--- src/rtl/reg_file_writeback.sv ---
// rtl/reg_file_writeback.sv - IITB RISC write-back stage: 8x16 register file, single/multi-register commit
// Two read ports forward same-cycle commits; R7 writes are reported to fetch one cycle later.
module reg_file_writeback #(
  parameter int NREG   = 8,
  parameter int DW     = 16,
  parameter int PC_REG = 7
) (
  input  logic            clk,
  input  logic            reset,
  input  logic            flush,
  input  logic            wb_valid,
  output logic            wb_ready,
  input  logic [1:0]      wb_op,
  input  logic [2:0]      wb_addr,
  input  logic [DW-1:0]   wb_data,
  input  logic [NREG-1:0] wb_mask,
  input  logic            beat_valid,
  output logic            beat_ready,
  input  logic [DW-1:0]   beat_data,
  output logic [2:0]      beat_reg,
  output logic            busy,
  input  logic [2:0]      rd_addr_a,
  output logic [DW-1:0]   rd_data_a,
  input  logic [2:0]      rd_addr_b,
  output logic [DW-1:0]   rd_data_b,
  output logic            pc_wr_en,
  output logic [DW-1:0]   pc_wr_data
);

  localparam logic [0:0] S_IDLE    = 1'b0;
  localparam logic [0:0] S_MULTI   = 1'b1;
  localparam logic [1:0] OP_SINGLE = 2'b01;
  localparam logic [1:0] OP_MULTI  = 2'b10;
  localparam logic [2:0] PC_IDX    = 3'(PC_REG);

  logic [0:0]      r_state;
  logic [NREG-1:0] r_rem;
  logic [DW-1:0]   r_regs [NREG];
  logic            r_pc_wr_en;
  logic [DW-1:0]   r_pc_wr_data;

  logic            w_idle;
  logic            w_wb_acc;
  logic            w_single;
  logic            w_multi;
  logic            w_beat_acc;
  logic            w_we;
  logic [2:0]      w_waddr;
  logic [DW-1:0]   w_wdata;
  logic [2:0]      w_beat_reg;
  logic [NREG-1:0] w_rem_next;

  assign w_idle     = (r_state == S_IDLE);
  assign wb_ready   = !reset && !flush && w_idle;
  assign beat_ready = !reset && !flush && !w_idle;
  assign busy       = !reset && !w_idle;

  assign w_wb_acc   = wb_valid && wb_ready;
  assign w_single   = w_wb_acc && (wb_op == OP_SINGLE);
  assign w_multi    = w_wb_acc && (wb_op == OP_MULTI);
  assign w_beat_acc = beat_valid && beat_ready;

  // Lowest set bit of the remaining mask picks the register for the current beat.
  always_comb begin
    w_beat_reg = '0;
    for (int i = NREG - 1; i >= 0; i--) begin
      if (r_rem[i]) w_beat_reg = 3'(i);
    end
  end

  assign beat_reg   = w_beat_reg;
  assign w_rem_next = r_rem & ~(NREG'(1) << w_beat_reg);

  // Single accept and beat accept are exclusive since they need different states.
  assign w_we    = w_single || w_beat_acc;
  assign w_waddr = w_beat_acc ? w_beat_reg : wb_addr;
  assign w_wdata = w_beat_acc ? beat_data  : wb_data;

  assign rd_data_a = (w_we && (w_waddr == rd_addr_a)) ? w_wdata : r_regs[rd_addr_a];
  assign rd_data_b = (w_we && (w_waddr == rd_addr_b)) ? w_wdata : r_regs[rd_addr_b];

  assign pc_wr_en   = r_pc_wr_en;
  assign pc_wr_data = r_pc_wr_data;

  always_ff @(posedge clk) begin
    if (reset) begin
      for (int i = 0; i < NREG; i++) r_regs[i] <= '0;
      r_state      <= S_IDLE;
      r_rem        <= '0;
      r_pc_wr_en   <= 1'b0;
      r_pc_wr_data <= '0;
    end else begin
      r_pc_wr_en <= 1'b0;
      if (w_we) begin
        r_regs[w_waddr] <= w_wdata;
        if (w_waddr == PC_IDX) begin
          r_pc_wr_en   <= 1'b1;
          r_pc_wr_data <= w_wdata;
        end
      end
      if (flush) begin
        r_state <= S_IDLE;
        r_rem   <= '0;
      end else if (w_multi) begin
        r_rem   <= wb_mask;
        r_state <= (wb_mask != '0) ? S_MULTI : S_IDLE;
      end else if (w_beat_acc) begin
        r_rem <= w_rem_next;
        if (w_rem_next == '0) r_state <= S_IDLE;
      end
    end
  end

endmodule
--- config.mk ---
export PLATFORM = sky130hd
export DESIGN_NAME = reg_file_writeback
export DESIGN_NICKNAME = d
export VERILOG_FILES = /design/src/rtl/reg_file_writeback.sv
export SDC_FILE = /design/constraint.sdc
export NUM_CORES = 1
export LEC_CHECK = 0
export CAP_MARGIN = 20
export CORE_MARGIN = 4
export CORE_UTILIZATION = 25
export CTS_BUF_LIST = sky130_fd_sc_hd__clkbuf_16
export CTS_CLUSTER_DIAMETER = 200
export DETAILED_ROUTE_END_ITERATION = 16
export PLACE_DENSITY_LB_ADDON = 0.1
export SLEW_MARGIN = 30
export SYNTH_ARGS = -nofsm -noshare
export SYNTH_HDL_FRONTEND = slang
export SYNTH_SLANG_ARGS = --single-unit
--- constraint.sdc ---
create_clock -name clk -period 2.2 [get_ports clk]
set_input_delay 0.33 -clock clk [delete_from_list [all_inputs] [get_ports clk]]
set_output_delay 0.33 -clock clk [all_outputs]
set_load 0.02 [all_outputs]
==> results of run 1 <==
path summary, 6_finish.rpt:
path / end / startpoint / slack, ns
max reg2reg: r_regs[7][5] / r_state / -0.65
max: rd_data_a[11] / r_rem[1] / -0.75
min reg2reg: pc_wr_data[0] / pc_wr_data[0] / 0.49
min: r_rem[0] / wb_mask[0] / 0.47
sequential cells by signal, summed over array words and instances (netlist names):
signal	count
r_rem	8
pc_wr_en	1
r_state	1
r_regs	128
pc_wr_data	16
critical path, stage by stage, from the launching register on:
cell       delay (ns)
dfxtp_2          0.32
or4_4            0.55
a21oi_4          0.22
o2bb2ai_4        0.11
mux2_4           0.29
nand3_4          0.13
buf_12           0.17
mux2i_4          0.24
buf_6            0.14
metal layers:
layer / vias to the layer above / global-route usage / wire length [um]
met5: - / 0 / 0
met4: 0 / 0.03343 / 248
met3: 13 / 0.02307 / 1291
met2: 167 / 0.2756 / 15130
met1: 3195 / 0.2305 / 13890
li1: 2768 / - / -
where the power goes:
group          switching (mW)  internal, mW
clock                    1.35          1.56
sequential             0.0539          3.26
combinational           0.669         0.726
timing repair:
action | in CTS | in global routing
setup buffers | 7 | 13
endpoints found under the setup margin | 313 | 290
resized for setup | 235 | 128
pin swaps | 8 | 6
cloned | 3 | 6
kinds of logic (layout without fill, tap and decap cells):
logic type	after synthesis	in the layout
AND/OR/NAND/NOR	207	207
AO/OA/AOI/OAI	30	30
adder cells (fa/ha/maj)	1	1
flip-flops	154	154
XOR/XNOR	4	4
multiplexers	163	163
buffers and inverters	61	287
layout make-up:
class	count	area (um2)	area share
multi-input combinational	405	4428	0.3460
sequential	154	4369	0.3414
timing repair buffer	249	2848	0.2225
tap	442	553.0	0.04321
clock buffer	18	450.4	0.03520
clock inverter	14	126.4	0.009875
inverter	6	22.52	0.001760
placed cells by master, fill, tap and decap left out, types with 3 or more instances in the layout:
master           count
nor2_4              34
inv_6                8
a22oi_1              4
nor2_1              86
mux2i_1             76
nor2_2              25
mux4_2              64
dlygate4sd2_1        5
edfxtp_1           128
dfxtp_1             22
nand2b_4             8
buf_8                5
nand2_4              4
dfxtp_2              4
nor4_1               3
clkbuf_16           23
nand2b_1            17
nand2_1              8
clkdlybuf4s50_1     69
nand3_4              6
buf_4               84
mux2i_4             20
buf_12              40
a21oi_1              4
nand3_1              3
buf_6               37
inv_1                5
o21ai_0              9
metrics by stage:
step / setup TNS, ns / cells
2_1_floorplan: -8.315 / 620
3_3_place_gp: -216.71 / 1231
3_5_place_dp: -223.02 / 1231
4_1_cts: -29.13 / 1272
5_1_grt: -136.39 / 1288
6_report: -117.14 / 1288
==> qor.yml, run 1 <==
outcome: "finished with violations"
nNetsFinal: 889
die_y_um: 190.4
synth_xor_area_frac: 0.004212
synthMuxAreaShare: 0.2937
p_leak_nw: 5.022
ys_async_sr_fraction: 0
totalWireLength_mm: 30.56
fillers: 3140
synth_most_common_cell: "nor2_1"
ys_warn_count: 0
clk_root_buffer_cell: "clkbuf_16"
hpwl_mm: 20.87
cts.clk_slew.worst_paths_ns: 0.08
hold_viol: 0
synth.area.top_cells: "edfxtp_1, mux4_2, mux2i_1"
synthSimpleGateAreaFrac: 0.1154
track_usage: 0.1649
start_util: 0.2543
io_pins: 111
place_congestion: 0.8333
grt_remaining_overflow: 0
firstDrtPassIters: 4
synth_top_family_by_area: "multiplexers"
holdBufCountCts: 0
cap_violations: 0
worst_slack_ns: -0.7516
synth-seq-cells: 154
powerDensity_nw_per_um2: 595.6
portBuffers: 110
setup_violations: 290
coreArea_um2: 32700
finClkSkew_ns: 0.01400
endpoint_kind: "output port"
slew_headroom: 0.6755
grt_pass1_wl_mm: 43.70
hp-class: "primary input to register"
yosysSeqAreaShare: 0.5247
drive_gt1_frac: 0.4634
cts_sinks: 154
antenna_cells: 0
synth_top_area_frac: 0.4622
syn_to_final_growth_pct: 53.87
yosys.area.top_type: "edfxtp_1"
htree_levels: 4
grt_max_degree: 25
syn_area_um2: 8317
cp-start-kind: "register"
vdd_drop_max_mv: 0.3934
drtIter0Drc: 354
via_per_inst: 4.769
die_w_um: 190.4
insertion_delay_ns: 0.43
avgSynthCellArea_um2: 13.41
ant_nets: 0
route.detailed.drc: 0
hold-path-cell-count: 3
row_count: 66
grt_pass1_vias: 6617
synth_cell_types: 46
num_vias: 6143
whs_ns: 0.4706
yosys.area_share.adder: 0.001204
postPlaceCellArea_um2: 11270
r2r_cells: 15
cts_buffers: 17
synth-compound-area-share: 0.02798
violations: "negative setup slack"
grt_antenna_before_repair: 0
cp.arrival_ns: 2.62
max_freq_mhz: 338.8
critPathKind: "register to output port"
cts_tree: "built"
crit_required_ns: 1.87
rsz0062_at_grt: "true"
fin_crit_ns: 2.952
synth_nets: 676
final_cell_area_um2: 12800
finalPower_mw: 7.622
slew_viol_final: 0
synth_edf_count: 128
synth_ff_type: "edfxtp_1"
dpl_worst_slack_ns: -1.437
worst-path-max-fanout: 6
wl_per_cell_um: 23.72
fin_util: 0.3913
die_area_um2: 36250
fin_crit_sh: 1.342
worst_slew_pin_slew_ns: 0.4732
synth_commonest_cells: "nor2_1, edfxtp_1, mux2i_1"
synthCells: 620
clockBufferDepth: 2
Note: power is estimated with default switching activity, not from simulation.
==> run 2, diff against run 1 <==
--- a/constraint.sdc
+++ b/constraint.sdc
@@ -3,2 +3,2 @@
 set_output_delay 0.33 -clock clk [all_outputs]
-set_load 0.02 [all_outputs]
+set_load 0.005 [all_outputs]
==> run 2 against run 1 <==
  * The flow still finishes with violations (negative setup slack)
  * Sequential share of layout area is 1.9 points higher
  * Setup slack lost 0.12 ns
  * Power down 2.5%
  * Utilization fell by 2.0 points
  * Register-to-register slack gained 0.25 ns
  * Fmax decreased by 4.0%
  * Cell area decreased by 5.2%
  * Wire length decreased by 0.43%
==> qor.yml, run 2 (synthesis gave the netlist of run 1 again) <==
pwr-share-comb: 0.151
cp-start-kind: "register"
endpoint: "rd_data_a[5]"
coreArea_um2: 32700
grt_remaining_overflow: 0
postPlaceCellArea_um2: 11020
holdBufCountCts: 0
clockBufferDepth: 2
die_area_um2: 36250
timing.rr.end: "r_regs[3][0]"
portBuffers: 110
critPathKind: "register to output port"
insertion_delay_ns: 0.43
drive_gt1_frac: 0.3886
endpoint_kind: "output port"
grt_max_degree: 25
max_freq_mhz: 325.2
rsz0062_at_grt: "true"
outcome: "finished with violations"
antenna_cells: 0
io_pins: 111
worst-path-max-fanout: 8
crit_required_ns: 1.87
place_congestion: 0.7845
p_leak_nw: 5.076
cap_violations: 0
slowest_delay_ns: 0.56
firstDrtPassIters: 4
layout_commonest_cell: "nor2_1"
switching_share: 0.2499
p_int_mw: 5.577
start_util: 0.2543
drtIter0Drc: 409
largest_register_ffs: 128
critPathTopFamily: "simple AND/OR/NAND/NOR gates"
pwr-share-clk: 0.402
cts.clk_slew.worst_paths_ns: 0.07
slew_viol_final: 0
cts_tree: "built"
row_count: 66
clk_root_buffer_cell: "clkbuf_16"
fillers: 3205
path_depth: 9
totalWireLength_mm: 30.43
layout_common_cells: "nor2_1, edfxtp_1, buf_4, mux2i_1, clkdlybuf4s50_1"
grt_pass1_wl_mm: 44.71
final_cell_area_um2: 12130
track_usage: 0.1703
cp.arrival_ns: 2.75
die_y_um: 190.4
slew_headroom: 0.6915
crit_slowest_cell: "or4_4"
setup_violations: 229
largest_register: "r_regs"
hpwl_mm: 20.07
fin_crit_sh: 1.398
grt_antenna_before_repair: 0
powerDensity_nw_per_um2: 612.7
htree_levels: 4
violations: "negative setup slack"
tns_ns: -58.02
die_w_um: 190.4
syn_to_final_growth_pct: 45.90
hold_viol: 0
worst_slew_pin_slew_ns: 0.4585
crit_start: "r_rem[0]"
worst_slack_ns: -0.8755
num_vias: 6168
seqPwrFrac: 0.447
cts_sinks: 154
via_per_inst: 4.730
cts_buffers: 17
worstReg2RegStart: "r_state"
reg2reg_slack_ns: -0.40
nNetsFinal: 905
vdd_drop_max_mv: 0.4532
route.detailed.drc: 0
p_switching_mw: 1.858
crit_buf_inv: 3
grt_pass1_vias: 6709
wl_per_cell_um: 23.33
hp-class: "register to register"
r2r_cells: 11
fin_crit_ns: 3.075
cp_cell_sequence: "or4_4 -> a21oi_4 -> o2bb2ai_4 -> buf_6 -> mux2_4 -> nand3_4 -> buf_12 -> mux2i_2 -> buf_2"
finClkSkew_ns: 0.01071
ant_nets: 0
-- run 2: cell count changes in the layout (fill, tap and decap cells not counted), sizes merged --
cell	delta
buf	+14
clkbuf	-6
bufbuf	+5
inv	-5
clkdlybuf4s50	+3
bufinv	+2
clkinv	+2
clkinvlp	+2
dlygate4sd2	-1
-- run 2: worst min path at each step --
stage	start	to	slack, ns	cells after the start
finish	pc_wr_data[11]	pc_wr_data[11]	0.48	2
global route	wb_mask[0]	r_rem[0]	0.47	3
CTS	wb_mask[6]	r_rem[6]	0.46	3
detailed placement	pc_wr_data[11]	pc_wr_data[11]	0.47	2
global placement	pc_wr_data[10]	pc_wr_data[10]	0.47	2
floorplan	wb_mask[2]	r_rem[2]	0.47	2
-- run 2: area by class of cell --
| cell class | instances | area [um2] | area share |
|---|---|---|---|
| clock buffers | 17 | 425.4 | 0.03506 |
| clock inverters | 15 | 165.2 | 0.01361 |
| inverters | 6 | 22.52 | 0.001856 |
| multi-input cells | 405 | 3860 | 0.3181 |
| flip-flops and latches | 154 | 4368 | 0.3600 |
| well taps | 442 | 553.0 | 0.04558 |
| repair buffers | 265 | 2740 | 0.2258 |
-- run 2: timing repair --
| item | in CTS | in global routing |
|---|---|---|
| pin swaps | 7 | 5 |
| cloned | 9 | 0 |
| endpoints found under the setup margin | 235 | 310 |
| resized for setup | 191 | 14 |
| buffers inserted | 12 | 7 |
-- run 2: power by group through the flow --
stage / Sequential, mW / Clock [mW] / Combinational (mW)
final: 3.32 / 2.99 / 1.12
after CTS: 3.32 / 3.05 / 1.12
after floorplan: 3.36 / 0 / 0.506
after global placement: 3.37 / 0 / 1.15
after global routing: 3.33 / 3.19 / 1.19
after detailed placement: 3.38 / 0 / 1.15
-- run 2: stage by stage --
stage	total power, mW	utilization	std cells	hold WS, ns	setup WS, ns
after floorplan	3.863	-	620	0.4660	-0.1310
after global placement	4.525	0.3370	1245	0.4712	-1.130
after detailed placement	4.537	0.3370	1245	0.4688	-1.185
after CTS	7.494	0.3683	1298	0.4591	-0.9265
after global routing	7.711	0.3711	1304	0.4745	-0.9757
final	7.435	0.3711	1304	0.4807	-0.8755
-- run 2: metal layers --
metal  routed length, um  GRT usage  up-vias
met2               15230     0.2950      210
met5                   0          0        -
met3                1582    0.03460       29
met4                 929    0.06077        0
li1                    -          -     2793
met1               12690     0.2112     3136
-- run 2: worst reg2reg max path, cell delays in order, from the launching register on --
cell and delay, ns:
dfxtp_2 0.33, or4b_4 0.55, nor3b_4 0.26, o2bb2ai_4 0.18, buf_4 0.14, buf_6 0.08, buf_4 0.12, nor2b_4 0.18
buf_4 0.13, nand2_4 0.07, nand2b_4 0.11, buf_12 0.15
==> run 3, diff against run 2 <==
CORE_UTILIZATION = 50   (was 25)
==> run 3 against run 2 <==
  * The flow still finishes with violations (negative setup slack)
  * Sequential cell count stayed put
  * Clock skew is 0.0018 ns higher
  * Setup slack better by 0.052 ns
  * Critical path depth stayed put
  * Hold slack better by 0.0027 ns
  * First-iteration DRC count is 58% higher
  * Global-route usage is 11 points higher
  * Clock power is 12% higher
  * Die area is 48% lower
  * Register-to-register slack better by 0.30 ns
  * Combinational power hardly changed
  * Wire length is 15% lower
  * Highest routed layer unchanged
==> qor.yml, run 3 (synthesis gave the netlist of run 1 again) <==
outcome: "finished with violations"
violations: "negative setup slack"
r2r_cells: 9
cts_tree: "built"
num_vias: 6415
syn_to_final_growth_pct: 42.12
grt_pass1_vias: 6508
slew_viol_final: 0
die_w_um: 137.0
grt_max_degree: 24
clockBufferDepth: 2
whs_ns: 0.4834
die_y_um: 137.0
nNetsFinal: 902
clk_root_buffer_cell: "clkbuf_16"
cp.arrival_ns: 2.69
via_per_inst: 5.967
worst-path-max-fanout: 5
worst_slack_ns: -0.8233
p_leak_nw: 4.991
setup_violations: 91
route.detailed.drc: 0
row_count: 46
io_pins: 111
crit_buf_inv: 3
slowest_delay_ns: 0.54
firstDrtPassIters: 5
hpwl_mm: 16.78
portBuffers: 110
final_cell_area_um2: 11820
postPlaceCellArea_um2: 10510
antenna_cells: 0
cp-start-kind: "register"
insertion_delay_ns: 0.44
largest_register_ffs: 128
slew_headroom: 0.6487
max_freq_mhz: 330.8
grt_remaining_overflow: 0
cap_violations: 0
drtIter0Drc: 646
layout_commonest_cell: "nor2_1"
finClkSkew_ns: 0.01249
hold_start: "pc_wr_data[12]"
coreArea_um2: 16120
start_util: 0.5161
fin_crit_sh: 1.374
crit_start: "r_state"
crit_slowest_cell: "or4b_4"
powerDensity_nw_per_um2: 657.4
hold_viol: 0
largest_register: "r_regs"
vdd_drop_max_mv: 0.6158
worstReg2RegStart: "r_state"
dpl_worst_slack_ns: -1.225
endpoint_kind: "output port"
track_usage: 0.2763
worst_slew_pin_slew_ns: 0.5221
die_area_um2: 18760
grt_antenna_before_repair: 0
htree_levels: 4
path_depth: 9
ant_nets: 0
critPathTopFamily: "simple AND/OR/NAND/NOR gates"
cp_cell_sequence: "or4b_4 -> nor3b_4 -> o2bb2ai_2 -> mux2_4 -> nand3_4 -> buf_12 -> buf_6 -> mux2i_1 -> buf_2"
fin_crit_ns: 3.023
layout_common_cells: "nor2_1, edfxtp_1, buf_4, mux2i_1, clkdlybuf4s50_1"
wl_per_cell_um: 23.92
hold-path-cell-count: 2
hp-class: "register to register"
crit_required_ns: 1.87
cts_buffers: 17
totalWireLength_mm: 25.72
place_congestion: 0.8550
cts_sinks: 154
rsz0062_at_grt: "true"
cts.clk_slew.worst_paths_ns: 0.07
drive_gt1_frac: 0.3946
critPathKind: "register to output port"
grt_pass1_wl_mm: 37.56
[run 3: changes by cell type in the layout (fill, tap and decap cells not counted), sizes merged, moves of 2 or more]
cell         change
bufinv           +4
dlygate4sd2      -2
clkinvlp         -2
clkbuf           +3
bufbuf           -5
[run 3: area by class of cell]
class,instances,area (um2)
repair buffers,262,2577
flip-flops and latches,154,4370
clock buffers,17,425.4
fillers,1052,4295
well taps,216,270.3
inverters,6,22.52
multi-input cells,405,3908
clock inverters,15,246.5
[run 3: path summary, 6_finish.rpt]
check | to | slack, ns
worst min register to register | pc_wr_data[12] | 0.48
worst max register to register | r_regs[2][0] | -0.10
worst min-delay path | pc_wr_data[12] | 0.48
worst max-delay path | rd_data_b[5] | -0.82
[run 3: tightest hold or removal path, stage by stage, from the launching register on]
cell and delay, ns:
dfxtp_1 0.31, nand2b_1 0.06, mux2i_1 0.06
[run 3: layer usage]
metal,global-route usage,vias to the layer above,wire (um)
met5,0,-,0
met1,0.3696,3200,10260
met3,0.05588,51,2312
li1,-,2779,-
met4,0.08814,0,573
met2,0.4567,385,12570
[run 3: what timing repair did]
item	CTS	global route
pin swaps	7	6
hold buffers	0	0
endpoints found under the setup margin	132	237
gates cloned	4	3
resized for setup	175	55
setup buffers	26	14
hold endpoints to repair	0	0
[run 3: stage by stage]
stage                     instances    util  total power [mW]  setup TNS (ns)
after floorplan                 620       -             3.863          -2.619
after global placement         1002  0.6521             4.405         -129.89
after detailed placement       1002  0.6521             4.437         -146.14
after CTS                      1063  0.7149             7.749          -26.91
after global routing           1075  0.7335             7.995          -36.51
final                          1075  0.7335             7.770          -25.90
[run 3: report_power, final]
part	internal (mW)	leakage (nW)	switching (mW)
logic	0.602	3.19	0.487
clock network	2.13	0.333	1.22
registers	3.26	1.47	0.0592
